$ cat src/rtl/regfile_wb_arbiter.sv
// Writeback arbiter between ALU (A) and load (B) results, with a one-cycle registered
// register-file write port and a busy scoreboard of outstanding producers.
module regfile_wb_arbiter #(
  parameter int NREGS       = 32,
  parameter int ZERO_REG_RO = 1
) (
  input  logic        clock,
  input  logic        reset_n,
  input  logic        a_valid,
  output logic        a_ready,
  input  logic [4:0]  a_address_5,
  input  logic [31:0] a_data_32,
  input  logic        b_valid,
  output logic        b_ready,
  input  logic [4:0]  b_address_5,
  input  logic [31:0] b_data_32,
  input  logic        issue_valid,
  input  logic [4:0]  issue_rd_5,
  input  logic [4:0]  rs1_5,
  input  logic [4:0]  rs2_5,
  output logic        rs1_busy,
  output logic        rs2_busy,
  output logic        w_en,
  output logic [4:0]  w_address_d_5,
  output logic [31:0] w_data_dval_32
);

  localparam logic PRIO_A = 1'b0;
  localparam logic PRIO_B = 1'b1;

  logic             prio_q, prio_d;
  logic [NREGS-1:0] busy_q, busy_d;
  logic             w_en_q, w_en_d;
  logic [4:0]       w_addr_q, w_addr_d;
  logic [31:0]      w_data_q, w_data_d;

  logic             a_fire, b_fire, xfer, zero_drop;
  logic [4:0]       xfer_addr;
  logic [31:0]      xfer_data;
  logic [NREGS-1:0] set_vec, clr_vec;

  always_comb begin
    // Ready is gated by reset so nothing can transfer or touch the scoreboard during reset.
    a_ready   = reset_n & a_valid & (~b_valid | (prio_q == PRIO_A));
    b_ready   = reset_n & b_valid & (~a_valid | (prio_q == PRIO_B));
    a_fire    = a_valid & a_ready;
    b_fire    = b_valid & b_ready;
    xfer      = a_fire | b_fire;
    xfer_addr = a_fire ? a_address_5 : b_address_5;
    xfer_data = a_fire ? a_data_32 : b_data_32;
    zero_drop = (ZERO_REG_RO != 0) && (xfer_addr == 5'd0);

    prio_d = prio_q;
    if (a_fire) begin
      prio_d = PRIO_B;
    end else if (b_fire) begin
      prio_d = PRIO_A;
    end

    w_en_d   = xfer & ~zero_drop;
    w_addr_d = xfer ? xfer_addr : w_addr_q;
    w_data_d = xfer ? xfer_data : w_data_q;

    clr_vec = '0;
    set_vec = '0;
    if (xfer) begin
      clr_vec[xfer_addr] = 1'b1;
    end
    if (issue_valid && !((ZERO_REG_RO != 0) && (issue_rd_5 == 5'd0))) begin
      set_vec[issue_rd_5] = 1'b1;
    end
    // Set applied after clear: a newly issued producer outlives the older writeback.
    busy_d = (busy_q & ~clr_vec) | set_vec;

    if (!reset_n) begin
      prio_d   = PRIO_A;
      busy_d   = '0;
      w_en_d   = 1'b0;
      w_addr_d = 5'd0;
      w_data_d = 32'd0;
    end
  end

  always_ff @(posedge clock) begin
    prio_q   <= prio_d;
    busy_q   <= busy_d;
    w_en_q   <= w_en_d;
    w_addr_q <= w_addr_d;
    w_data_q <= w_data_d;
  end

  always_comb begin
    rs1_busy       = busy_q[rs1_5] & ~((ZERO_REG_RO != 0) && (rs1_5 == 5'd0));
    rs2_busy       = busy_q[rs2_5] & ~((ZERO_REG_RO != 0) && (rs2_5 == 5'd0));
    w_en           = w_en_q;
    w_address_d_5  = w_addr_q;
    w_data_dval_32 = w_data_q;
  end

endmodule

$ cat config.mk
export PLATFORM = sky130hd
export DESIGN_NAME = regfile_wb_arbiter
export DESIGN_NICKNAME = d
export VERILOG_FILES = /design/src/rtl/regfile_wb_arbiter.sv
export SDC_FILE = /design/constraint.sdc
export NUM_CORES = 1
export LEC_CHECK = 0
export BUFFER_PORTS_ARGS = -buffer_cell sky130_fd_sc_hd__buf_2
export CAP_MARGIN = 10
export CORE_MARGIN = 1
export CORE_UTILIZATION = 23
export CTS_CLUSTER_SIZE = 30
export DETAILED_ROUTE_END_ITERATION = 16
export PLACE_DENSITY = 0.48
export SLEW_MARGIN = 20
export SYNTH_ARGS = -nofsm -noshare
export SYNTH_HDL_FRONTEND = slang
export SYNTH_SLANG_ARGS = --single-unit
export TNS_END_PERCENT = 1
$ cat constraint.sdc
create_clock -name clock -period 3.1 [get_ports clock]
set_input_delay 0.155 -clock clock [delete_from_list [all_inputs] [get_ports clock]]
set_output_delay 0.155 -clock clock [all_outputs]
set_load 0.005 [all_outputs]
Yosys cells after proc, flatten, opt, wreduce, memory -nomap -nowiden. Index checks and enable logic that the tools add are counted.

Bits of input ports: 94. Bits in registers: 71. Output and inout bits: 42. Logic and storage cells: 55.

Reductions and logical operators: 9. Mux-type cells: 14. Bitwise gates (word level): 21. Order comparisons: 6.

Operators with widths (number): $mux 32 (3); $and 32x32->32 (1); $not 32->32 (1); $or 32x32->32 (1); $lt 5x6->1 const B (4); $logic_not 5->1 (4); $bmux 1 s5 (2); $demux 1 s5 (2); $ge 5x1->1 const B (2); $and 1x1->1 (9); $mux 1 (6); $not 1->1 (6); $mux 5 (1); $logic_and 1x1->1 (3); $or 1x1->1 (3); $reduce_bool 2->1 (1); $logic_not 1->1 (1).

Depth between registers and ports, before layout.
Depth in word-level cells: 13. Depth in mapped cells: 6. Gate-level depth less buffers: 5.

Worst setup path before layout. OpenSTA, ideal clock, no wires.

Path kind: input-to-output. Start: input rs1_5[0]. End: output rs1_busy. Buffers on the path: 1. Data required time: 2.945 ns. Stages: 5. Slack: 1.485 ns. Arrival: 1.460 ns. Cells stage by stage: buf_6 -> mux4_2 -> mux2i_1 -> nor3b_1 -> or4_1.

Longest elaborated chain between the ends: 3. Elaborated cells on any way between the ends: 5. Those cells by class: 2 x mux; 2 x bitwise; 1 x reduce/logical.

RTL lines: start, declared (RTL line 19) `input logic [4:0] rs1_5,`; $bmux 1 s5 / $logic_not 5->1 (equally long branches) (RTL line 93) `rs1_busy = busy_q[rs1_5] & ~((ZERO_REG_RO != 0) && (rs1_5 == 5'd0));`; $mux 1 (not written as such) / $not 1->1 (equally long branches) (RTL line 93); $and 1x1->1 (*) (RTL line 93); end, declared (RTL line 21) `output logic rs1_busy,`.

Every way passes the cells marked *; elsewhere a longest branch is shown, timed or not. The select of a mux whose other input is x is not followed.

Final worst setup path.
Start: register busy_q[30]. End: output rs1_busy.

Longest elaborated chain between the ends: 3.

RTL lines: start, declared (RTL line 32) `logic [NREGS-1:0] busy_q, busy_d;`; start signal, assigned (RTL line 86) `busy_q <= busy_d;`; $bmux 1 s5 (RTL line 93); $mux 1 (not written as such) (RTL line 93); $and 1x1->1 (RTL line 93).

No other way between the ends. The select of a mux whose other input is x is not followed.

==> metrics.csv <==
metric,value,unit
status,"finished, final reports clean",
Final Cycle Share,0.6972,
post-synthesis cell count,422,
Worst-path clk slew,0.06,ns
Syn Nets,516,
Die H,127.9,µm
total gr overflow,0,
worst reg2reg endpoint,busy_q[9]$_SDFF_PN0_,
row cnt,45,
R2R Path Start,prio_q$_SDFFE_PN0P_,
die width,127.9,µm
IO Port Bufs,135,
Fin. Hold Viols,0,
Resized Gates After CTS,0,
TritonCTS clock tree,done,
largest net degree at the start of global routing,38,
vias per std cell,5.036,
count of different cell masters after synthesis,36,
vias in the first global route,3672,
share of cells above drive strength 1,0.3260,
Final Max Tran Viols,0,
DRC Markers,0,
r2r setup slk,1.05,ns
Max-Cap Viols,0,
Post-synth EDFFs,0,
DRT iter0 DRCs,296,
final WL,12320,µm
die area,16360,µm²
Detail Route Antenna Nets,0,
Starting Density,0.2382,
crit end category,primary output,
R2R depth,4,
gpl congestion,0.8420,
Crit Path Max Fanout,3,
Async SR Flop Fraction,0,
power per cell area,522.6,nW/µm²
sequential share of the synthesized area,0.3897,
routed vias,3812,
Max VDD drop,0.2663,mV
Hold Crit Class,primary input to register,
global-route wire length before repair,19580,µm
total track usage,0.1549,
Crit path required time,2.94,ns
Tmin final,2.161,ns
Critical Path AT,2.01,ns
dpl ws,1.017,ns
Worst slew margin,0.2833,
hold_buf cts,0,
Final WS setup,0.9387,ns
Setup Skew,0.006351,ns
hold endpoint,w_data_dval_32[18]$_SDFFE_PN0P_,
clock sink count,71,
Synth-to-Final Area Change,32.49,%
Routed wire per std cell,16.27,µm
Final Core Density,0.3155,
DR pass1 iterations,4,
final setup TNS,0,ns
H-tree levels,3,
YS warnings,0,
Critical Path Source Type,register,
Pleak,1.886,nW
area fraction of the dominant cell type after synthesis,0.3897,
RSZ-0062 raised after global routing,false,
number of setup buffers added after CTS,0,
io pins,136,
cts bufs inserted,9,
CTS Buffer Depth,2,
mean post-synth cell area,8.643,µm²
setup violators final,0,
"top cells by area, synth","dfxtp_1 39%, mux4_2 8.6%, a311oi_1 8.4%",
Synth Cell Area,3647,µm²
detailed placer's ending HPWL,8927,µm
Slew @ Worst Pin,1.071,ns
Seq cells post-synth,71,
n_diodes,0,
post-synth top area cell,dfxtp_1,
Fmax achieved,0.4627,GHz
nets@finish,636,
CP Class,register to primary output,
core area,15310,µm²
Worst Hold Launch,b_data_32[18],
Hold Crit Depth,3,
top_reg_cell synth,dfxtp_1,
initial antenna violation count,1,
Clock Root Buffer,clkbuf_16,
Worst-Skew Late Latency,0.34,ns
[power by group]
group	switching [mW]	internal, mW	total [mW]
sequential	0.0250	0.959	0.984
combinational	0.201	0.150	0.351
clock	0.405	0.785	1.19
total	0.631	1.89	2.53
[critical path, stage by stage, from the launching register on]
cell	delay, ns
dfxtp_1	0.34
mux4_2	0.47
mux2i_1	0.16
nor2_1	0.05
or4_1	0.50
buf_2	0.14
[stage by stage]
| step | hold WS (ns) | power, mW | cell area (µm²) | cells |
|---|---|---|---|---|
| 2_1_floorplan | 0.3140 | 1.192 | 3647 | 422 |
| 3_3_place_gp | 0.4084 | 1.350 | 4492 | 742 |
| 3_5_place_dp | 0.4176 | 1.354 | 4492 | 742 |
| 4_1_cts | 0.05217 | 2.551 | 4827 | 757 |
| 5_1_grt | 0.06564 | 2.646 | 4832 | 757 |
| 6_report | 0.06144 | 2.525 | 4832 | 757 |
[Yosys cell counts (4+ instances only)]
master	instances
dfxtp_1	71
nor2_1	49
nand2_1	47
o21ai_0	39
a21oi_1	37
a311oi_1	35
o22ai_1	32
clkbuf_1	26
mux4_2	14
nor2b_1	7
mux2i_1	5
nand2b_1	5
nor3_1	5
a211oi_1	4
a2bb2oi_1	4
nand4b_1	4
[registers in the layout, summed over array words and instances, names as in the netlist]
register,flops
busy_q,32
prio_q,1
w_address_d_5,5
w_data_dval_32,32
w_en,1
[metal layers]
metal | global-route usage | vias to the layer above | wire length [µm]
li1 | - | 1854 | -
met1 | 0.1992 | 1744 | 5423
met2 | 0.2337 | 191 | 5269
met3 | 0.05885 | 21 | 1358
met4 | 0.05882 | 2 | 250
met5 | 0 | - | 13
[final cells by class]
class	count	area [µm²]
Tap cell	211	264.0
Multi-Input combinational cell	314	2064
Clock buffer	10	229.0
Clock inverter	5	106.4
Timing Repair Buffer	143	735.7
Sequential cell	71	1421
Inverter	3	11.26
Fill cell	1678	10480
[worst max path at each step]
| stage | start | to | cells past startpoint |
|---|---|---|---|
| finish | busy_q[30]$_SDFF_PN0_ | rs1_busy | 5 |
| floorplan | rs1_5[0] | rs1_busy | 5 |
| detailed placement | reset_n | w_data_dval_32[9]$_SDFFE_PN0P_ | 5 |
| CTS | busy_q[30]$_SDFF_PN0_ | rs1_busy | 5 |
| global route | busy_q[30]$_SDFF_PN0_ | rs1_busy | 5 |
| global placement | prio_q$_SDFFE_PN0P_ | busy_q[9]$_SDFF_PN0_ | 4 |
[logic make-up after synthesis]
logic type	share of synthesized area
compound gates	0.2786
simple gates	0.1647
flops	0.3897
buf+inv	0.04631
mux	0.1208
[cell usage in the layout (no fill, tap or decap), types with 2 or more instances in the layout]
cell type,synthesis,final
nand4b_1,4,4
bufinv_16,0,3
o22ai_1,32,32
nor4_1,2,2
nor3_1,5,5
and2_1,3,3
dfxtp_1,71,71
nand4_1,2,2
o21ai_0,39,39
a2bb2oi_1,4,4
clkbuf_16,0,9
inv_1,3,3
a211oi_1,4,4
a311oi_1,35,35
nor3b_1,2,2
o211ai_1,3,3
mux2_2,2,2
buf_4,1,8
nand2b_1,5,5
or4_1,3,3
nor2_1,49,48
nor2b_1,7,7
nand2_1,47,47
a21oi_1,37,37
mux4_2,14,14
mux2i_1,5,5
mux4_1,2,2
buf_2,3,135
(Power assumes the default switching activity.)
